$ cat src/rtl/icache_miss_ctrl_pkg.sv
// Shared widths and FSM encoding for the I-cache refill sequencer.
package icache_miss_ctrl_pkg;

  localparam int ADDR_WIDTH        = 32;
  localparam int ICACHE_BLOCK_SIZE = 64;
  localparam int OFFSET_BITS       = $clog2(ICACHE_BLOCK_SIZE / 8);

  typedef enum logic [2:0] {
    ST_IDLE  = 3'd0,
    ST_REQ   = 3'd1,
    ST_WAIT  = 3'd2,
    ST_FILL  = 3'd3,
    ST_DRAIN = 3'd4
  } miss_state_e;

endpackage

$ cat src/rtl/icache_miss_ctrl_sat_counter.sv
// Up-counter that sticks at all-ones instead of wrapping.
module icache_miss_ctrl_sat_counter #(
  parameter int WIDTH = 16
) (
  input  logic             clk,
  input  logic             rst,
  input  logic             inc,
  output logic [WIDTH-1:0] count
);

  logic [WIDTH-1:0] count_q;
  logic [WIDTH-1:0] count_d;

  always_comb begin
    count_d = count_q;
    if (inc && (count_q != {WIDTH{1'b1}})) begin
      count_d = count_q + WIDTH'(1);
    end
  end

  always_ff @(posedge clk or posedge rst) begin
    if (rst) begin
      count_q <= '0;
    end else begin
      count_q <= count_d;
    end
  end

  assign count = count_q;

endmodule

$ cat src/rtl/icache_miss_ctrl.sv
// I-cache miss sequencer: stalls fetch, fetches one block from DRAM, writes it
// into the cache, and tolerates branch-recovery flushes at any point.
module icache_miss_ctrl
  import icache_miss_ctrl_pkg::*;
#(
  parameter int ADDR_WIDTH        = icache_miss_ctrl_pkg::ADDR_WIDTH,
  parameter int ICACHE_BLOCK_SIZE = icache_miss_ctrl_pkg::ICACHE_BLOCK_SIZE,
  parameter int CNT_WIDTH         = 16
) (
  input  logic                         clk,
  input  logic                         rst_aH,
  input  logic                         lookup_valid,
  input  logic [ADDR_WIDTH-1:0]        lookup_addr,
  input  logic                         cache_hit,
  input  logic                         recovery_PC_valid,
  output logic                         miss_stall,
  output logic                         mem_req_valid,
  input  logic                         mem_req_ready,
  output logic [ADDR_WIDTH-1:0]        mem_req_addr,
  input  logic                         mem_resp_valid,
  input  logic [ICACHE_BLOCK_SIZE-1:0] mem_resp_data,
  output logic                         refill_we,
  output logic [ADDR_WIDTH-1:0]        refill_addr,
  output logic [ICACHE_BLOCK_SIZE-1:0] refill_data,
  output logic [CNT_WIDTH-1:0]         miss_count
);

  localparam int                    BLK_OFFSET_BITS = $clog2(ICACHE_BLOCK_SIZE / 8);
  localparam logic [ADDR_WIDTH-1:0] OFFSET_MASK     = ADDR_WIDTH'((1 << BLK_OFFSET_BITS) - 1);

  miss_state_e                  state_q, state_d;
  logic [ADDR_WIDTH-1:0]        addr_q, addr_d;
  logic [ICACHE_BLOCK_SIZE-1:0] data_q, data_d;
  logic                         req_valid_q, req_valid_d;
  logic                         refill_we_q, refill_we_d;

  logic                  miss_now;
  logic                  req_accept;
  logic [ADDR_WIDTH-1:0] blk_addr;

  // A miss that coincides with a redirect is wrong-path and never starts a refill.
  assign miss_now   = (state_q == ST_IDLE) && lookup_valid && !cache_hit && !recovery_PC_valid;
  assign req_accept = (state_q == ST_REQ) && mem_req_ready;
  assign blk_addr   = lookup_addr & ~OFFSET_MASK;

  always_comb begin
    state_d = state_q;
    addr_d  = addr_q;
    data_d  = data_q;
    unique case (state_q)
      ST_IDLE: begin
        if (miss_now) begin
          state_d = ST_REQ;
          addr_d  = blk_addr;
        end
      end
      ST_REQ: begin
        // Once accepted, a response is owed even if the fetch was flushed.
        if (mem_req_ready) begin
          state_d = recovery_PC_valid ? ST_DRAIN : ST_WAIT;
        end else if (recovery_PC_valid) begin
          state_d = ST_IDLE;
        end
      end
      ST_WAIT: begin
        if (mem_resp_valid && recovery_PC_valid) begin
          state_d = ST_IDLE;
        end else if (mem_resp_valid) begin
          state_d = ST_FILL;
          data_d  = mem_resp_data;
        end else if (recovery_PC_valid) begin
          state_d = ST_DRAIN;
        end
      end
      ST_FILL: begin
        state_d = ST_IDLE;
      end
      ST_DRAIN: begin
        if (mem_resp_valid) begin
          state_d = ST_IDLE;
        end
      end
      default: begin
        state_d = ST_IDLE;
      end
    endcase
    req_valid_d = (state_d == ST_REQ);
    refill_we_d = (state_d == ST_FILL);
  end

  always_ff @(posedge clk or posedge rst_aH) begin
    if (rst_aH) begin
      state_q     <= ST_IDLE;
      addr_q      <= '0;
      data_q      <= '0;
      req_valid_q <= 1'b0;
      refill_we_q <= 1'b0;
    end else begin
      state_q     <= state_d;
      addr_q      <= addr_d;
      data_q      <= data_d;
      req_valid_q <= req_valid_d;
      refill_we_q <= refill_we_d;
    end
  end

  icache_miss_ctrl_sat_counter #(
    .WIDTH(CNT_WIDTH)
  ) u_miss_cnt (
    .clk  (clk),
    .rst  (rst_aH),
    .inc  (req_accept),
    .count(miss_count)
  );

  assign miss_stall    = (state_q != ST_IDLE) || miss_now;
  assign mem_req_valid = req_valid_q;
  assign mem_req_addr  = addr_q;
  assign refill_we     = refill_we_q;
  assign refill_addr   = addr_q;
  assign refill_data   = data_q;

endmodule

$ cat config.mk
export PLATFORM = sky130hd
export DESIGN_NAME = icache_miss_ctrl
export DESIGN_NICKNAME = d
export VERILOG_FILES = /design/src/rtl/icache_miss_ctrl_pkg.sv /design/src/rtl/icache_miss_ctrl_sat_counter.sv /design/src/rtl/icache_miss_ctrl.sv
export SDC_FILE = /design/constraint.sdc
export NUM_CORES = 1
export LEC_CHECK = 0
export ABC_AREA = 1
export CORE_UTILIZATION = 41
export DETAILED_ROUTE_END_ITERATION = 10
export PLACE_DENSITY = 0.78
export RECOVER_POWER = 50
export SLEW_MARGIN = 20
export SYNTH_ARGS = -nofsm -noshare
export SYNTH_HDL_FRONTEND = slang
export SYNTH_SLANG_ARGS = --single-unit
$ cat constraint.sdc
create_clock -name clk -period 4.8 [get_ports clk]
set_clock_uncertainty 0.05 [all_clocks]
set_input_delay 0.96 -clock clk [delete_from_list [all_inputs] [get_ports clk]]
set_output_delay 0.96 -clock clk [all_outputs]
set_load 0.02 [all_outputs]
==> reports/metrics.csv <==
stage,metric,value,unit
cts,tritoncts,done,
power_and_ir_drop,power_frac_comb,0.322,
timing,fin_crit,3.51,ns
setup_path,path_max_fanout,4,
cts,clk_pin_slew_worst_paths,0.05,ns
power_and_ir_drop,ir_drop,0.281,mV
logic_synthesis,synth-edff-count,0,
logic_synthesis,yosysSeqAreaShare,0.561,
drt,via_per_inst,4.59,
global_routing,grt_max_degree,66,
power_and_ir_drop,net-switching-power,1.20,mW
logic_synthesis,syn-cell-area,5080,µm²
setup_path,regToRegEndpoint,mem_req_addr[25],
placement,portBuffers,240,
drt,wire_per_inst,13.6,µm
timing,tightest_slew,2.65,ns
die,rows,40,
placement,globalplace.congestion,0.793,
setup_path,worstRegToRegCells,6,
timing,report.final.hold_viol_count,0,
job,drv_cap,2,
drt,drcViolationCount,0,
drt,drt_pre_antenna_iters,5,
drt,vias,4550,
die,fp.dieArea,12900,µm²
die,ios,250,
cells_and_area,areaGrowthSynthToFinish,55.6,%
cells_and_area,drive_gt1_frac,0.0522,
logic_synthesis,yosysTopAreaCellShare,0.561,
power_and_ir_drop,p_per_area,483,nW/µm²
timing,rsz0062_at_grt,no,
cts,cts_sinks,114,
setup_path,rrSetupSlack,2.04,ns
logic_synthesis,synth_warnings,0,
setup_path,worstSetupPathType,input pin to output pin,
drt,drtAntennaViolNets,0,
cells_and_area,antenna_cells,0,
cts,cts_setup_buffers,0,
setup_path,crit_required,3.79,ns
cts,cts_max_path_buffers,2,
logic_synthesis,ys_seq_elements,114,
global_routing,overflow,0,
die,core,12100,µm²
setup_path,reg2reg_from,state_q[0],
cts,h-tree-depth,4,
global_routing,grt_pass1_wl,21600,µm
cts,root_buffer,clkbuf_16,
power_and_ir_drop,p_leak,3.90,nW
min_path,whs_path_depth,2,
drt,drt-initial-drc-count,211,
min_path,hold_path.class,register to register,
timing,fin_tns_setup,0,ns
cts,clock_latency,0.40,ns
global_routing,grt_usage,0.218,
timing,finalSetupViolations,0,
logic_synthesis,async_flop_share,1.00,
die,fp.dieH,113,µm
timing,slew_violations,121,
cts,holdBufCountCts,0,
setup_path,cp-start-kind,input pin,
die,initial_core_util,0.422,
logic_synthesis,yosys-top-cells-area,"dfrtp_1 56%, nand2_1 21%, buf_4 5.2%, o21ai_0 3.7%, inv_1 3.0%",
cts,numCtsBuffers,17,
die,die_x,113,µm
min_path,holdPathEnd,refill_data[10],
cells_and_area,fill_cells,964,
logic_synthesis,synth_common_cells,"291 x nand2_1, 114 x dfrtp_1, 41 x inv_1",
logic_synthesis,synth_largest_area_cell,dfrtp_1,
run_status,violations,"max-capacitance violations, max-slew violations",
logic_synthesis,synth_flop_cell,dfrtp_1,
placement,pre_cts_ws,1.39,ns
timing,period_share,0.731,
power_and_ir_drop,clkPwrFrac,0.328,
power_and_ir_drop,seq_power_share,0.349,
cells_and_area,fin_nets,916,
power_and_ir_drop,swShare,0.314,
logic_synthesis,yosysMostFrequentCell,nand2_1,
run_status,status,"finished, violations left",
timing,timing.final.ws_setup,1.29,ns
logic_synthesis,synth_area_per_cell,8.45,µm²
cts,cts_resized,0,
timing,fmax,285,MHz
setup_path,cp_data_arrival_time,2.50,ns
logic_synthesis,synth_cells,602,
placement,dp_hpwl,9420,µm
min_path,hp-start,refill_data[10],
global_routing,grt_pass1_vias,4502,
power_and_ir_drop,p_int,2.62,mW
timing,slew-limit-headroom,-0.779,
global_routing,antenna_found_initial,0,
drt,wl,13400,µm
logic_synthesis,yosysUniqueCellTypes,26,
setup_path,end_kind,output pin,
==> layer usage <==
| metal | GRT usage | share of wire | up-vias | wire [µm] |
|---|---|---|---|---|
| met4 | 0.0886 | 0.013 | 0 | 176 |
| met2 | 0.368 | 0.50 | 220 | 6750 |
| met3 | 0.0959 | 0.099 | 15 | 1330 |
| li1 | - | - | 2212 | - |
| met5 | 0 | 0 | - | 0 |
| met1 | 0.241 | 0.39 | 2103 | 5190 |
==> worst max-delay path, cell delays in order <==
cell and delay, ns:
dlygate4sd3_1 0.63, nor2_1 0.16, nand3_2 0.09, nand2_1 0.07
clkdlybuf4s50_1 0.60
==> how the worst max path moves through the flow <==
stage / startpoint / end / slack (ns)
6_report: recovery_PC_valid / miss_stall / 1.29
5_1_grt: recovery_PC_valid / mem_req_addr[25] / 1.02
4_1_cts: recovery_PC_valid / miss_stall / 1.39
3_5_place_dp: recovery_PC_valid / miss_stall / 1.39
3_3_place_gp: recovery_PC_valid / miss_stall / 1.42
2_1_floorplan: rst_aH / mem_req_addr[10] / 0.77
==> cell type report <==
cell class,instances,area (µm²),area share
Timing Repair Buffer,243,2430,0.308
Multi-Input combinational cell,392,1650,0.208
Clock inverter,4,70.1,0.00886
Inverter,44,166,0.0210
Tap cell,168,210,0.0266
Clock buffer,26,529,0.0669
Sequential cell,114,2850,0.361
==> placed cells by master, fill, tap and decap left out <==
master             n
nor2_1            21
nand2_2            3
a22oi_1            1
clkinvlp_2         1
nand2_1          291
nand4_1            5
bufinv_16          2
o21ai_0           38
clkbuf_8           7
nor2_4             2
nand2_4            1
inv_1             40
buf_12             1
xor2_1             1
conb_1             6
ha_1               1
dlygate4sd3_1     24
nor3_2             1
inv_2              3
buf_4              1
nand3_2            2
nand3_1            9
dfrtp_1          114
clkbuf_1           3
clkdlybuf4s50_1  216
clkbuf_16         17
clkinv_2           2
xnor2_1            6
nor3_1             1
o22ai_1            1
a21oi_1            1
o21bai_1           1
==> power by group through the flow <==
stage,Clock [mW],Sequential [mW],Combinational (mW)
detailed placement,0,1.34,1.26
finish,1.26,1.33,1.23
floorplan,0,1.58,0.396
CTS,1.28,1.34,1.26
global placement,0,1.33,1.23
global route,1.32,1.36,1.31
==> cell families (layout without fill, tap and decap cells) <==
| group | Yosys count | count (layout) | synth area share |
|---|---|---|---|
| simple gates | 336 | 336 | 0.265 |
| fa+ha+maj | 1 | 1 | 0.00246 |
| flops | 114 | 114 | 0.561 |
| compound gates | 42 | 42 | 0.0448 |
| buf+inv | 101 | 317 | 0.114 |
| xor+xnor | 7 | 7 | 0.0121 |
| other cells | 1 | 6 | 0.000737 |
==> sequential cells by signal, indices dropped and copies added, names as in the netlist <==
register          cells
mem_req_addr         29
mem_req_valid         1
state_q               3
u_miss_cnt.count     16
refill_data          64
refill_we             1
==> through the flow <==
stage	cell area [µm²]	std cells	hold WS, ns	power [mW]	utilization
after floorplan	5100	607	0.528	1.97	-
after global placement	7340	961	0.411	2.56	0.609
after detailed placement	7340	961	0.414	2.60	0.609
after CTS	7940	991	0.429	3.88	0.658
after global routing	7910	991	0.442	4.00	0.656
final	7910	991	0.419	3.82	0.656
(Power assumes the default switching activity.)
